`src/rtl/fir_mem_arb.sv`:
```
// Single-port RAM arbiter for the FIR block: host (APB bridge) vs engine (MAC datapath), engine priority while busy.
// Latency: grant is combinational in the request cycle; read data returns with rvalid RD_LAT cycles after the grant.
// Backpressure: a requester holds req/payload until its gnt; the loser retries. Optional FIR_ARB_STATS_EN adds a host stall counter.
module fir_mem_arb #(
    parameter int ADDR_W    = 10,
    parameter int DATA_W    = 16,
    parameter int RD_LAT    = 1,
    parameter int MAX_STALL = 8
) (
    input  logic              clk,
    input  logic              rst,
`ifdef FIR_ARB_STATS_EN
    input  logic              stats_clr,
    output logic [15:0]       host_stall_cnt,
`endif
    input  logic              pracuje,
    input  logic              host_req,
    input  logic              host_we,
    input  logic [ADDR_W-1:0] host_addr,
    input  logic [DATA_W-1:0] host_wdata,
    output logic              host_gnt,
    output logic              host_rvalid,
    output logic [DATA_W-1:0] host_rdata,
    input  logic              eng_req,
    input  logic              eng_we,
    input  logic [ADDR_W-1:0] eng_addr,
    input  logic [DATA_W-1:0] eng_wdata,
    output logic              eng_gnt,
    output logic              eng_rvalid,
    output logic [DATA_W-1:0] eng_rdata,
    output logic              ram_en,
    output logic              ram_we,
    output logic [ADDR_W-1:0] ram_addr,
    output logic [DATA_W-1:0] ram_wdata,
    input  logic [DATA_W-1:0] ram_rdata
);

    localparam logic [7:0] STALL_LIM = 8'(MAX_STALL);

    logic              r_last_eng;
    logic [7:0]        r_stall_cnt;
    logic [RD_LAT-1:0] r_pv;
    logic [RD_LAT-1:0] r_po;

    logic w_host_win;
    logic w_host_gnt;
    logic w_eng_gnt;
    logic w_rd;

    // Host wins a tie when busy only after MAX_STALL denials; when idle it alternates.
    always_comb begin
        w_host_win = pracuje ? (r_stall_cnt == STALL_LIM) : r_last_eng;
        w_host_gnt = ~rst & host_req & (~eng_req | w_host_win);
        w_eng_gnt  = ~rst & eng_req & ~w_host_gnt;
        w_rd       = (w_host_gnt & ~host_we) | (w_eng_gnt & ~eng_we);
    end

    assign host_gnt  = w_host_gnt;
    assign eng_gnt   = w_eng_gnt;
    assign ram_en    = w_host_gnt | w_eng_gnt;
    assign ram_we    = (w_host_gnt & host_we) | (w_eng_gnt & eng_we);
    assign ram_addr  = w_host_gnt ? host_addr  : (w_eng_gnt ? eng_addr  : '0);
    assign ram_wdata = w_host_gnt ? host_wdata : (w_eng_gnt ? eng_wdata : '0);

    always_ff @(posedge clk) begin
        if (rst) begin
            r_last_eng  <= 1'b0;
            r_stall_cnt <= '0;
            r_pv        <= '0;
            r_po        <= '0;
        end else begin
            if (w_host_gnt | w_eng_gnt)
                r_last_eng <= w_eng_gnt;
            if (host_req & ~w_host_gnt)
                r_stall_cnt <= (r_stall_cnt >= STALL_LIM) ? STALL_LIM : r_stall_cnt + 8'd1;
            else
                r_stall_cnt <= '0;
            // Owner bit: 1 = engine read in flight.
            r_pv[0] <= w_rd;
            r_po[0] <= w_eng_gnt;
            for (int i = 1; i < RD_LAT; i++) begin
                r_pv[i] <= r_pv[i-1];
                r_po[i] <= r_po[i-1];
            end
        end
    end

    assign host_rvalid = r_pv[RD_LAT-1] & ~r_po[RD_LAT-1];
    assign eng_rvalid  = r_pv[RD_LAT-1] &  r_po[RD_LAT-1];
    assign host_rdata  = ram_rdata;
    assign eng_rdata   = ram_rdata;

`ifdef FIR_ARB_STATS_EN
    logic [15:0] r_host_stall_cnt;

    always_ff @(posedge clk) begin
        if (rst || stats_clr)
            r_host_stall_cnt <= '0;
        else if (host_req && !w_host_gnt && r_host_stall_cnt != 16'hFFFF)
            r_host_stall_cnt <= r_host_stall_cnt + 16'd1;
    end

    assign host_stall_cnt = r_host_stall_cnt;
`endif

endmodule

```
`config.mk`:
```
export PLATFORM = sky130hd
export DESIGN_NAME = fir_mem_arb
export DESIGN_NICKNAME = d
export VERILOG_FILES = /design/src/rtl/fir_mem_arb.sv
export SDC_FILE = /design/constraint.sdc
export NUM_CORES = 1
export LEC_CHECK = 0
export ABC_CLOCK_PERIOD_IN_PS = 5600
export BUFFER_PORTS_ARGS = -buffer_cell sky130_fd_sc_hd__buf_2
export CORE_ASPECT_RATIO = 0.8
export CORE_MARGIN = 2
export CORE_UTILIZATION = 33
export CTS_BUF_LIST = sky130_fd_sc_hd__clkbuf_4 sky130_fd_sc_hd__clkbuf_8
export CTS_CLUSTER_DIAMETER = 200
export DETAILED_ROUTE_END_ITERATION = 6
export PLACE_DENSITY = 0.95
export SETUP_SLACK_MARGIN = 0.5
export SLEW_MARGIN = 20
export SYNTH_ARGS = -nofsm -noshare
export SYNTH_HDL_FRONTEND = slang
export SYNTH_SLANG_ARGS = --single-unit
```
`constraint.sdc`:
```
create_clock -name clk -period 5.6 [get_ports clk]
set_input_delay 1.12 -clock clk [delete_from_list [all_inputs] [get_ports clk]]
set_output_delay 1.12 -clock clk [all_outputs]
set_load 0.1 [all_outputs]
```
==> qor.yml, run 1 <==
status: "finished, final reports clean"
finalCritPeriodShare_pct: 77.2
grt_setup_unrepaired: "false"
critical_path.endpoint_type: "output port"
cts.sink_count: 11
initial_utilization_pct: 35.2
startpoint_type: "primary input"
fp-row-count: 17
worst-path-max-fanout: 29
detailedPlacementHpwl_mm: 2.16
power_per_cell_area_mw_per_mm2: 262
finalPower_mw: 0.325
worst_ep_arrival_time_ns: 3.20
power_switching_share_pct: 47.1
ys_seq_elements: 11
antenna_found_initial: 0
timing_worst_setup_path_type: "in -> out"
cts_setup_buffers: 0
port-buffer-count: 90
maxCapViolations: 0
crit_top_cell: "sky130_fd_sc_hd__buf_2"
ctsHtreeMaxLevel: 1
synth.yosys.seq_area_share_pct: 22.5
grt_pass1_vias: 752
design.final.nets: 245
grt_start_max_net_pins: 30
finish.utilization_pct: 44.5
layout_commonest_cell: "sky130_fd_sc_hd__buf_2"
worst_pin_slew_ns: 0.984
core_area_sq_mm: 0.00279
die_w_um: 64.9
io_pins: 139
vdd_drop_max_v: 0.000187
vias_per_cell: 4.65
synth.lib_cells_used.distinct: 23
timing.final.hold_violations: 0
post_synth_instance_area_sq_um: 980
cellLeakagePower_nw: 0.703
cts_buffer_depth: 2
grt_util_all_layers_pct: 13.5
synth-async-reset-ratio_pct: 0
ant_nets: 0
tritoncts_buffer_count: 3
grt_first_pass_wirelength_mm: 3.53
timing.final.max_slew_violations: 0
die_footprint_sq_mm: 0.00342
finalHoldWorstSlack_ns: 0.461
post_cts_resize_count: 0
flow.area_growth_from_synthesis_pct: 26.4
layout_min_cycle_time_ns: 4.32
setup_viol: 0
crit_path_top_delay_cell: "sky130_fd_sc_hd__and3b_1"
clock_tree.root_cell: "sky130_fd_sc_hd__clkbuf_8"
worst_hold_path_type: "reg -> reg"
max_freq_mhz: 231
p_seq_share_pct: 25.6
worstPathCellList: "buf_2, nand4b_1, o211ai_4, and3b_1, a22o_1, buf_2"
first_pass_iters: 4
required_time_worst_endpoint_ns: 4.48
fin_skew_ns: 0.00216
drt-total-wl_mm: 2.57
path_buf_inv: 2
synth_edf_count: 0
drtIter0Drc: 17
synthesis.area_per_instance_sq_um: 9.07
timing.slew.headroom_pct: 34.4
insertedDiodeCount: 0
chipHeight_um: 52.7
post_drt_wl_per_cell_um: 12.5
drc: 0
vias: 954
switchingPower_mw: 0.153
clock_tree_from_tritoncts: "done"
max_stage_delay_ns: 0.85
syn-instance-count: 108
yosys_warnings: 0
place_worst_setup_slack_ns: 1.24
final_layout_size_suffix_gt1_share_pct: 58.7
fillers: 290
timing.critical_path.max_delay_family: "simple AND/OR/NAND/NOR gates"
power_frac_comb_pct: 49.8
ctsHoldBuffers: 0
post-route-worst-setup-slack_ns: 1.28
grt_remaining_overflow: 0
synth-main-ff-cell: "sky130_fd_sc_hd__dfxtp_1"
internal_power_mw: 0.172
setup-tns-final_ns: 0
layout.cells.most_common_list: "90 x sky130_fd_sc_hd__buf_2, 28 x sky130_fd_sc_hd__a22o_1, 11 x sky130_fd_sc_hd__dfxtp_1, 7 x sky130_fd_sc_hd__nor2_1, 5 x sky130_fd_sc_hd__inv_1"
power.share.clock_pct: 24.6
cts.clk_slew.worst_paths_ns: 0.04
clkLatencyLatePin_ns: 0.23
globalplace.congestion: 0.811
synthesized netlist by cell type, drive strengths merged, types with 2 or more instances:
library cell   n  area, sq um
a22o          28          245
nand4b         2         17.5
dfxtp         11          220
nand2b         2         12.5
inv            5         18.8
buf           38          307
a21oi          3         18.8
ha             2         25.0
nor2           7         26.3
power groups by stage:
stage                     sequential [mW]  clock [mW]  combinational (mW)
after floorplan                    0.0841           0               0.237
after global placement             0.0845           0               0.161
after detailed placement           0.0847           0               0.162
after CTS                          0.0833      0.0817               0.162
after global routing               0.0835      0.0879               0.168
final                              0.0833      0.0799               0.162
kinds of logic after synthesis:
| family | share of synthesized area (%) |
|---|---|
| adder cells (fa/ha/maj) | 2.55 |
| flip-flops | 22.5 |
| other | 0.383 |
| XOR/XNOR | 0.894 |
| AO/OA/AOI/OAI | 30.8 |
| AND/OR/NAND/NOR | 9.71 |
| buffers and inverters | 33.2 |
final cells by class:
type | instances | area [sq um] | share of cell area [%]
repair buffers | 90 | 450 | 36.4
flip-flops and latches | 11 | 220 | 17.8
inverters | 5 | 18.8 | 1.52
clock buffers | 4 | 48.8 | 3.94
multi-input cells | 57 | 453 | 36.6
well taps | 38 | 47.5 | 3.84
flip-flops by register name, summed over array words and instances, names as in the netlist:
signal	count
r_po	1
r_stall_cnt	8
r_last_eng	1
r_pv	1
per-stage QoR:
stage / instance area (sq um) / instances
after global routing: 1240 / 205
after global placement: 1180 / 201
after floorplan: 991 / 111
final: 1240 / 205
after CTS: 1240 / 205
after detailed placement: 1190 / 201
routing by layer:
metal	up-vias	global-route usage (%)	part of all wire, %
met5	-	0	0
li1	468	-	-
met4	0	2.84	0.66
met1	409	17.0	36
met3	4	6.02	13
met2	73	21.3	51
final timing paths:
path / end / slack [ns] / cells past startpoint / from
worst max-delay path: ram_wdata[5] / 1.28 / 6 / pracuje
worst min-delay path: r_stall_cnt[0] / 0.46 / 1 / r_stall_cnt[0]
worst max register to register: r_pv / 3.32 / 4 / r_stall_cnt[4]
worst min register to register: r_stall_cnt[0] / 0.46 / 1 / r_stall_cnt[0]
Power figures use the tool's default switching activity.
==> run 2, diff against run 1 <==
ABC_CLOCK_PERIOD_IN_PS = 3600   (was 5600)
CORE_UTILIZATION = 28   (was 33)
PLACE_DENSITY = 0.9   (was 0.95)
clock period = 3.6 ns   (was 5.6 ns; I/O delays follow)
==> qor.yml, run 2 (synthesis results as in run 1) <==
initial_utilization_pct: 28.8  # was 35.2%
maxCapViolations: 0  # unchanged
flow.area_growth_from_synthesis_pct: 73.3  # was 26.4%
layout.cells.most_common_list: "61 x sky130_fd_sc_hd__buf_2, 29 x sky130_fd_sc_hd__buf_12, 19 x sky130_fd_sc_hd__a22o_1, 11 x sky130_fd_sc_hd__dfxtp_1, 9 x sky130_fd_sc_hd__a22o_2"  # was 90 x sky130_fd_sc_hd__buf_2, 28 x sky130_fd_sc_hd__a22o_1, 11 x sky130_fd_sc_hd__dfxtp_1, 7 x sky130_fd_sc_hd__nor2_1, 5 x sky130_fd_sc_hd__inv_1
grt_first_pass_wirelength_mm: 4.20  # was 3.53 mm
cts.sink_count: 11  # unchanged
place_worst_setup_slack_ns: 0.698  # was 1.24 ns
required_time_worst_endpoint_ns: 2.88  # was 4.48 ns
vdd_drop_max_v: 0.000163  # was 0.000187 V
grt_pass1_vias: 934  # was 752
fp-row-count: 19  # was 17
finalCritPeriodShare_pct: 82.1
setup_viol: 0  # unchanged
cts_buffer_depth: 2  # unchanged
die_w_um: 70.1  # was 64.9 um
first_pass_iters: 4  # unchanged
timing_worst_setup_path_type: "reg -> out"  # was in -> out
met2_track_usage_gr_pct: 22.0  # was 21.3%
power_per_cell_area_mw_per_mm2: 343  # was 262 mW/mm^2
regArea_sq_um: 220  # unchanged
cts.clk_slew.worst_paths_ns: 0.05  # was 0.04 ns
detailedPlacementHpwl_mm: 2.14  # was 2.16 mm
drc: 0  # unchanged
design.final.nets: 247  # was 245
post_drt_wl_per_cell_um: 13.0  # was 12.5 um
chipHeight_um: 56.9  # was 52.7 um
critical_path.endpoint_type: "output port"  # unchanged
status: "finished, final reports clean"  # unchanged
insertedDiodeCount: 0  # unchanged
grt_util_all_layers_pct: 13.0  # was 13.5%
max_freq_mhz: 338
grt_remaining_overflow: 0  # unchanged
largest_register: "r_stall_cnt"  # unchanged
post-route-worst-setup-slack_ns: 0.645  # was 1.28 ns
worst_ep_arrival_time_ns: 2.23  # was 3.20 ns
layout_min_cycle_time_ns: 2.95
setup-tns-final_ns: 0  # unchanged
io_pins: 139  # unchanged
drtIter0Drc: 26  # was 17
fillers: 305  # was 290
grtUsageMet1_pct: 15.5  # was 17.0%
die_footprint_sq_mm: 0.00399  # was 0.00342 sq mm
antenna_found_initial: 0  # unchanged
ant_nets: 0  # unchanged
core_area_sq_mm: 0.00340  # was 0.00279 sq mm
vias_per_cell: 4.47  # was 4.65
vias: 943  # was 954
port-buffer-count: 90  # unchanged
clock_tree.root_cell: "sky130_fd_sc_hd__clkbuf_8"  # unchanged
cellLeakagePower_nw: 0.816  # was 0.703 nW
worst_hold_path_type: "reg -> reg"  # unchanged
tritoncts_buffer_count: 3  # unchanged
globalRouteMet3Util_pct: 4.13  # was 6.02%
globalplace.congestion: 0.807  # was 0.811
worst-path-max-fanout: 29  # unchanged
final_layout_size_suffix_gt1_share_pct: 64.5  # was 58.7%
timing.final.max_slew_violations: 0  # unchanged
cts_setup_buffers: 0  # unchanged
clock_tree_from_tritoncts: "done"  # unchanged
grt_start_max_net_pins: 30  # unchanged
global_route_layer_with_the_greatest_usage: "met2"  # unchanged
grt_setup_unrepaired: "false"  # unchanged
layout_commonest_cell: "sky130_fd_sc_hd__buf_2"  # unchanged
timing.final.hold_violations: 0  # unchanged
startpoint_type: "flop"  # was primary input
drt-total-wl_mm: 2.75  # was 2.57 mm
ctsHtreeMaxLevel: 1  # unchanged
multiInputGateArea_sq_um: 457  # was 453 sq um
fin_skew_ns: 0.000778  # was 0.00216 ns
number_of_flip_flops_under_the_largest_register_name: 8  # unchanged
post_cts_resize_count: 0  # unchanged
ctsHoldBuffers: 0  # unchanged
clkLatencyLatePin_ns: 0.23  # about the same
[run 2: cell type report]
type,instances,share of cell area [%]
Timing Repair Buffer,92,53.1
Clock buffer,4,2.87
Tap cell,42,3.10
Inverter,5,1.11
Sequential cell,11,13.0
Multi-Input combinational cell,57,26.9
[run 2: path summary, 6_finish.rpt]
check / start / to / slack [ns] / depth (start not counted)
setup / recovery: r_stall_cnt[4] / ram_wdata[1] / 0.65 / 6
hold / removal: r_stall_cnt[0] / r_stall_cnt[0] / 0.47 / 1
setup reg to reg: r_stall_cnt[4] / r_pv / 1.80 / 5
hold reg to reg: r_stall_cnt[0] / r_stall_cnt[0] / 0.47 / 1
[run 2: metrics by stage]
stage	hold slack, ns	instances	util (%)	area, sq um	power [mW]
floorplan	0.430	111	-	1000	0.501
global placement	0.448	207	48.5	1650	0.459
detailed placement	0.463	207	48.5	1650	0.460
CTS	0.471	211	49.9	1700	0.589
global route	0.511	211	49.9	1700	0.603
finish	0.468	211	49.9	1700	0.583
[run 2: power breakdown]
part	internal (mW)	switching, mW	leakage, nW	total (mW)
registers	0.127	0.00195	0.0909	0.129
clock network	0.0848	0.0409	0.0262	0.126
logic	0.119	0.209	0.699	0.328
[run 2: metal layers]
layer | part of all wire, % | vias up | wire length, um
li1 | - | 472 | -
met3 | 9.6 | 5 | 265
met2 | 50 | 48 | 1380
met5 | 0 | - | 0
met1 | 40 | 418 | 1090
met4 | 0.65 | 0 | 18
[run 2: critical path: stages, from the launching register on]
cell,delay (ns)
sky130_fd_sc_hd__dfxtp_1,0.30
sky130_fd_sc_hd__or4_4,0.56
sky130_fd_sc_hd__o211ai_4,0.24
sky130_fd_sc_hd__and3b_1,0.18
sky130_fd_sc_hd__buf_4,0.29
sky130_fd_sc_hd__a22o_1,0.24
sky130_fd_sc_hd__buf_12,0.18
